File: config.mk
export PLATFORM = sky130hd
export DESIGN_NAME = dcache_responder
export DESIGN_NICKNAME = d
export VERILOG_FILES = /design/src/rtl/cache_pkg.sv /design/src/rtl/dcache_tag_array.sv /design/src/rtl/dcache_responder.sv
export SDC_FILE = /design/constraint.sdc
export NUM_CORES = 2
export LEC_CHECK = 0
export BUFFER_PORTS_ARGS = -buffer_cell sky130_fd_sc_hd__buf_2
export CORE_MARGIN = 8
export CORE_UTILIZATION = 39
export CTS_BUF_LIST = sky130_fd_sc_hd__clkbuf_4 sky130_fd_sc_hd__clkbuf_8 sky130_fd_sc_hd__clkbuf_16
export DETAILED_ROUTE_END_ITERATION = 12
export SLEW_MARGIN = 20
export SYNTH_ARGS = -nofsm -noshare
export SYNTH_HDL_FRONTEND = slang
export SYNTH_SLANG_ARGS = --single-unit
File: constraint.sdc
create_clock -name clk -period 10.4 [get_ports clk]
set_input_delay 2.08 -clock clk [delete_from_list [all_inputs] [get_ports clk]]
set_output_delay 2.08 -clock clk [all_outputs]
set_load 0.03 [all_outputs]
File: src/rtl/cache_pkg.sv
// Shared types and address-split helpers for the data-cache responder.
// Helpers return 32-bit fields; callers size-cast to their own widths.
package cache_pkg;

    localparam int WORD_BYTES = 4;

    typedef enum logic [1:0] {
        IDLE,
        REFILL,
        WRITE
    } dc_state_t;

    function automatic logic [31:0] off_of(
        input logic [31:0] addr,
        input int          off_w
    );
        return (addr >> 2) & ((32'd1 << off_w) - 32'd1);
    endfunction

    function automatic logic [31:0] idx_of(
        input logic [31:0] addr,
        input int          off_w,
        input int          idx_w
    );
        return (addr >> (2 + off_w)) & ((32'd1 << idx_w) - 32'd1);
    endfunction

    function automatic logic [31:0] tag_of(
        input logic [31:0] addr,
        input int          off_w,
        input int          idx_w
    );
        return addr >> (2 + off_w + idx_w);
    endfunction

endpackage

File: src/rtl/dcache_tag_array.sv
// Valid + tag storage for the direct-mapped data cache.
// Valid bits clear on reset; tags are left as-is.
module dcache_tag_array #(
    parameter int LINES = 16,
    parameter int IDX_W = 4,
    parameter int TAG_W = 24
) (
    input  logic             clk,
    input  logic             rst,
    input  logic [IDX_W-1:0] lk_idx,
    input  logic [TAG_W-1:0] lk_tag,
    output logic             hit,
    input  logic             we,
    input  logic             wr_valid,
    input  logic [IDX_W-1:0] wr_idx,
    input  logic [TAG_W-1:0] wr_tag
);

    logic [LINES-1:0] valid;
    logic [TAG_W-1:0] tags [0:LINES-1];

    always_ff @(posedge clk) begin
        if (rst) begin
            valid <= '0;
        end else if (we) begin
            valid[wr_idx] <= wr_valid;
        end
    end

    always_ff @(posedge clk) begin
        if (!rst && we) begin
            tags[wr_idx] <= wr_tag;
        end
    end

    assign hit = valid[lk_idx] && (tags[lk_idx] == lk_tag);

endmodule

File: src/rtl/dcache_responder.sv
// Direct-mapped, write-through, no-write-allocate data cache
// between the core's dCache port and a req/ack word memory.
module dcache_responder
    import cache_pkg::*;
#(
    parameter int LINES          = 16,
    parameter int WORDS_PER_LINE = 4,
    parameter int ADDR_W         = 32
) (
    input  logic              clk,
    input  logic              rst,
    input  logic [ADDR_W-1:0] dCacheAddr,
    input  logic              dCacheReadEn,
    input  logic              dCacheWriteEn,
    input  logic [31:0]       dCacheWriteData,
    output logic [31:0]       dCacheReadData,
    output logic              dCacheStall,
    output logic              memReq,
    output logic              memWe,
    output logic [ADDR_W-1:0] memAddr,
    output logic [31:0]       memWriteData,
    input  logic              memAck,
    input  logic [31:0]       memReadData
);

    localparam int OFF_W = $clog2(WORDS_PER_LINE);
    localparam int IDX_W = $clog2(LINES);
    localparam int TAG_W = ADDR_W - 2 - OFF_W - IDX_W;
    localparam logic [OFF_W-1:0] LAST = OFF_W'(WORDS_PER_LINE - 1);

    dc_state_t         state;
    logic [OFF_W-1:0]  beat;
    logic [OFF_W-1:0]  beat_nxt;
    logic [31:0]       rdata_q;
    logic [31:0]       data_arr [0:LINES-1][0:WORDS_PER_LINE-1];

    logic [ADDR_W-1:0] lk_addr;
    logic [OFF_W-1:0]  lk_off;
    logic [IDX_W-1:0]  lk_idx;
    logic [TAG_W-1:0]  lk_tag;
    logic              hit;
    logic              rd_req;
    logic              rd_hit;
    logic              rd_miss;
    logic              tag_we;
    logic [31:0]       hit_data;

    // Outside IDLE the lookup follows the in-flight memory address.
    assign lk_addr  = (state == IDLE) ? dCacheAddr : memAddr;
    assign lk_off   = OFF_W'(off_of(lk_addr, OFF_W));
    assign lk_idx   = IDX_W'(idx_of(lk_addr, OFF_W, IDX_W));
    assign lk_tag   = TAG_W'(tag_of(lk_addr, OFF_W, IDX_W));
    assign beat_nxt = beat + 1'b1;

    assign rd_req   = (state == IDLE) && dCacheReadEn && !dCacheWriteEn;
    assign rd_hit   = rd_req && hit;
    assign rd_miss  = rd_req && !hit;
    assign hit_data = data_arr[lk_idx][lk_off];

    assign tag_we = rd_miss ||
                    ((state == REFILL) && memAck && (beat == LAST));

    dcache_tag_array #(
        .LINES (LINES),
        .IDX_W (IDX_W),
        .TAG_W (TAG_W)
    ) u_tags (
        .clk      (clk),
        .rst      (rst),
        .lk_idx   (lk_idx),
        .lk_tag   (lk_tag),
        .hit      (hit),
        .we       (tag_we),
        .wr_valid (state == REFILL),
        .wr_idx   (lk_idx),
        .wr_tag   (lk_tag)
    );

    assign dCacheReadData = rd_hit ? hit_data : rdata_q;

    always_comb begin
        dCacheStall = 1'b1;
        unique case (1'b1)
            (state == IDLE):   dCacheStall = dCacheWriteEn || rd_miss;
            (state == REFILL): dCacheStall = 1'b1;
            (state == WRITE):  dCacheStall = !memAck;
            default:           dCacheStall = 1'b1;
        endcase
    end

    always_ff @(posedge clk) begin
        if (rst) begin
            state        <= IDLE;
            beat         <= '0;
            memReq       <= 1'b0;
            memWe        <= 1'b0;
            memAddr      <= '0;
            memWriteData <= '0;
            rdata_q      <= '0;
        end else begin
            unique case (state)
                IDLE: begin
                    if (dCacheWriteEn) begin
                        state        <= WRITE;
                        memReq       <= 1'b1;
                        memWe        <= 1'b1;
                        memAddr      <= {dCacheAddr[ADDR_W-1:2], 2'b00};
                        memWriteData <= dCacheWriteData;
                    end else if (rd_hit) begin
                        rdata_q <= hit_data;
                    end else if (rd_miss) begin
                        state   <= REFILL;
                        beat    <= '0;
                        memReq  <= 1'b1;
                        memWe   <= 1'b0;
                        memAddr <= {dCacheAddr[ADDR_W-1:2+OFF_W],
                                    {(OFF_W+2){1'b0}}};
                    end
                end
                REFILL: begin
                    if (memAck) begin
                        if (beat == LAST) begin
                            state  <= IDLE;
                            memReq <= 1'b0;
                        end else begin
                            beat    <= beat_nxt;
                            memAddr <= {memAddr[ADDR_W-1:2+OFF_W],
                                        beat_nxt, 2'b00};
                        end
                    end
                end
                WRITE: begin
                    if (memAck) begin
                        state  <= IDLE;
                        memReq <= 1'b0;
                        memWe  <= 1'b0;
                    end
                end
                default: state <= IDLE;
            endcase
        end
    end

    // Refill beats fill the line; write-through only touches resident lines.
    always_ff @(posedge clk) begin
        if (!rst) begin
            if ((state == REFILL) && memAck) begin
                data_arr[lk_idx][beat] <= memReadData;
            end
            if ((state == WRITE) && memAck && hit) begin
                data_arr[lk_idx][lk_off] <= memWriteData;
            end
        end
    end

endmodule

==> flow_metrics.tcl <==
set metrics [dict create \
    cp_data_arrival_time_ns 7.18 \
    synth-compound-area-share_pct 5.36 \
    cp-start-kind "input port" \
    syn_area_per_cell_sq_um 20.0 \
    hold_violations 0 \
    cp-startpoint "dCacheAddr[4]" \
    tns_ns 0 \
    ys_ff_latch 2548 \
    crit_type "in2out" \
    crit_path_end_kind "output port" \
    finalCritPeriodShare_pct 89.1 \
    cts_tree "yes" \
    dr.pass1.iters 5 \
    setup_violations 0 \
    cp_max_fo 25 \
    powerDensity_nw_per_um2 209 \
    total_leakage_power_nw 37.1 \
    io_buffers 195 \
    synth-adder-area-share_pct 0.0872 \
    synthArstFlopShare_pct 0 \
    yosysUniqueCellTypes 65 \
    cts-root-buf "clkbuf_16" \
    grt-ovfl-total 0 \
    ant_nets 0 \
    dr.first_iter.drc_count 6503 \
    cts_resized 0 \
    yosysMostFrequentCell "edfxtp_1" \
    synth-edff-count 2432 \
    cap_violations 0 \
    ir_drop_uv 189 \
    globalplace.congestion 0.795 \
    path_clk_slew_ns 0.06 \
    die-area_sq_um 274000 \
    area_growth_pct 15.2 \
    die_h_um 523 \
    synth_xor_xnor_area_share_pct 0.192 \
    grt_start_max_net_pins 130 \
    cpPeakStageDelay_ns 0.74 \
    synthSimpleGateAreaFrac_pct 2.20 \
    vias 53559 \
    worstPathRequired_ns 8.32 \
    worstReg2RegStart "state[1]$_SDFFE_PP0P_" \
    antenna_found_initial 30 \
    dominantRegCellSynth "edfxtp_1" \
    cts_setup_buffers 0 \
    wl_um 293000 \
    core_sq_um 256000 \
    die_x_um 523 \
    path_buf_inv 4 \
    synth_warnings 0 \
    synth_top_area_cell "edfxtp_1" \
    grt_first_pass_wirelength_um 407000 \
    crit_chain "buf_2 > or3b_2 > buf_4 > a21o_1 > a41oi_1 > nor4_1 > xnor2_1 > nor4_1 > and4_1 > buf_4 > nand4_4 > mux2i_1 > buf_2" \
    wl_per_cell_um 32.6 \
    syn_inst 5033 \
    finalCriticalPeriod_ns 9.26 \
    clock_skew_ns 0.110 \
    num_rows 186 \
    cpLargestDelayFamily "simple AND/OR/NAND/NOR gates" \
    cp_slowest_cell "nand4_4" \
    grt.total_usage_pct 20.8 \
    drive_gt1_share_pct 28.7 \
    drv_slew 0 \
    timing.hold.ws_ns 0.457 \
    power_mw 24.2 \
    cts_htree_levels 5 \
    tightest_slew_ns 1.28 \
    ys_seq_area_share_pct 75.0 \
    outcome "finished, final reports clean" \
    synth_top_family_by_area "multiplexers" \
    min_path_type "reg2reg" \
    max_freq_mhz 108 \
    layout.nets 5487 \
    cts_sinks 2548 \
    dp_hpwl_um 169000 \
    start_util_pct 39.2 \
    grt_pass1_vias 52934 \
    syn_area_sq_um 100000 \
    cts_buffers 283 \
    synth_common_cells "2,432 x edfxtp_1, 537 x mux4_2, 303 x a22oi_1, 220 x a21oi_1, 197 x clkbuf_1" \
    cts_buffer_depth 4 \
    hold_start "memWriteData[30]$_SDFFE_PP0P_" \
    holdBufCountCts 0 \
    via_per_inst 5.96 \
    synthMuxAreaShare_pct 15.5 \
    slew_headroom_pct 14.4 \
    ios 200 \
    synthTopCellsByArea "edfxtp_1 73%, mux4_2 12%, dfxtp_1 2.3%, a22oi_1 2.3%, mux2i_1 1.9%" \
    drc 0 \
    rsz0062_at_grt "no" \
    clock_latency_ns 0.96 \
    yosys.area.top_type_share_pct 72.7 \
]
report_power, final:
part,internal [mW],switching (mW)
registers,11.3,0.0911
logic,1.11,1.89
clock network,5.82,3.95
total,18.3,5.93
cells in the final DEF, fill, tap and decap left out, types with 8 or more instances in the layout:
cell type and n:
clkbuf_16 291, buf_2 194, buf_12 15, nor4_1 51, nand2b_1 78, dfxtp_1 115, buf_4 169, inv_1 63
clkinv_2 39, bufinv_16 21, edfxtp_1 2432, mux2i_1 192, clkinv_1 53, nor2b_1 40, nand2_1 90, a21oi_1 217
nor2_4 64, nor2_1 38, nor3_2 16, mux2_2 137, clkbuf_4 57, o22ai_1 8, xnor2_1 21, a41oi_1 37
diode_2 27, a21o_1 163, a22oi_1 303, mux4_2 537
kinds of logic after synthesis:
group | count (synthesis)
fa+ha+maj | 7
buf+inv | 385
compound gates | 781
flops | 2548
other cells | 1
simple gates | 421
mux | 868
xor+xnor | 22
path summary, 6_finish.rpt:
check | cells past startpoint | slack [ns] | to
worst max register to register | 17 | 3.05 | data_arr[7][60]$_DFFE_PP_
worst max-delay path | 13 | 1.14 | dCacheReadData[28]
worst min register to register | 2 | 0.46 | memWriteData[30]$_SDFFE_PP0P_
worst min-delay path | 2 | 0.46 | memWriteData[30]$_SDFFE_PP0P_
registers in the layout, summed over array words and instances (netlist names):
name          cells
rdata_q          32
beat              2
u_tags.tags     384
memWe             1
data_arr       2048
memWriteData     32
u_tags.valid     16
memAddr          30
memReq            1
state             2
routing by layer:
metal	wire [um]	track usage, %	vias to the layer above
met4	10000	6.65	20
met5	135	0	-
li1	-	-	21603
met1	119000	28.8	28800
met2	135000	32.2	2648
met3	29800	5.77	488
layout make-up:
class	count	area (sq um)
inverter	63	236
tap	3384	4230
clock inverter	128	1160
antenna	27	67.6
fill	21658	141000
timing repair buffer	382	2620
multi-input combinational	2101	24200
clock buffer	355	7810
sequential	2548	75400
worst min-delay path, cell delays in order, from the launching register on:
cell     delay (ns)
dfxtp_1        0.31
nand2_1        0.05
a21oi_1        0.05
through the flow:
stage                     area (sq um)  setup WS (ns)  utilization (%)  std cells
after floorplan                 100000           2.80                -       5034
after global placement          107000           1.24             41.6       8474
after detailed placement        107000           1.23             41.6       8474
after CTS                       116000           1.22             45.1       8957
after global routing            116000          0.957             45.1       8963
final                           116000           1.14             45.1       8988
Note: power is estimated with default switching activity, not from simulation.
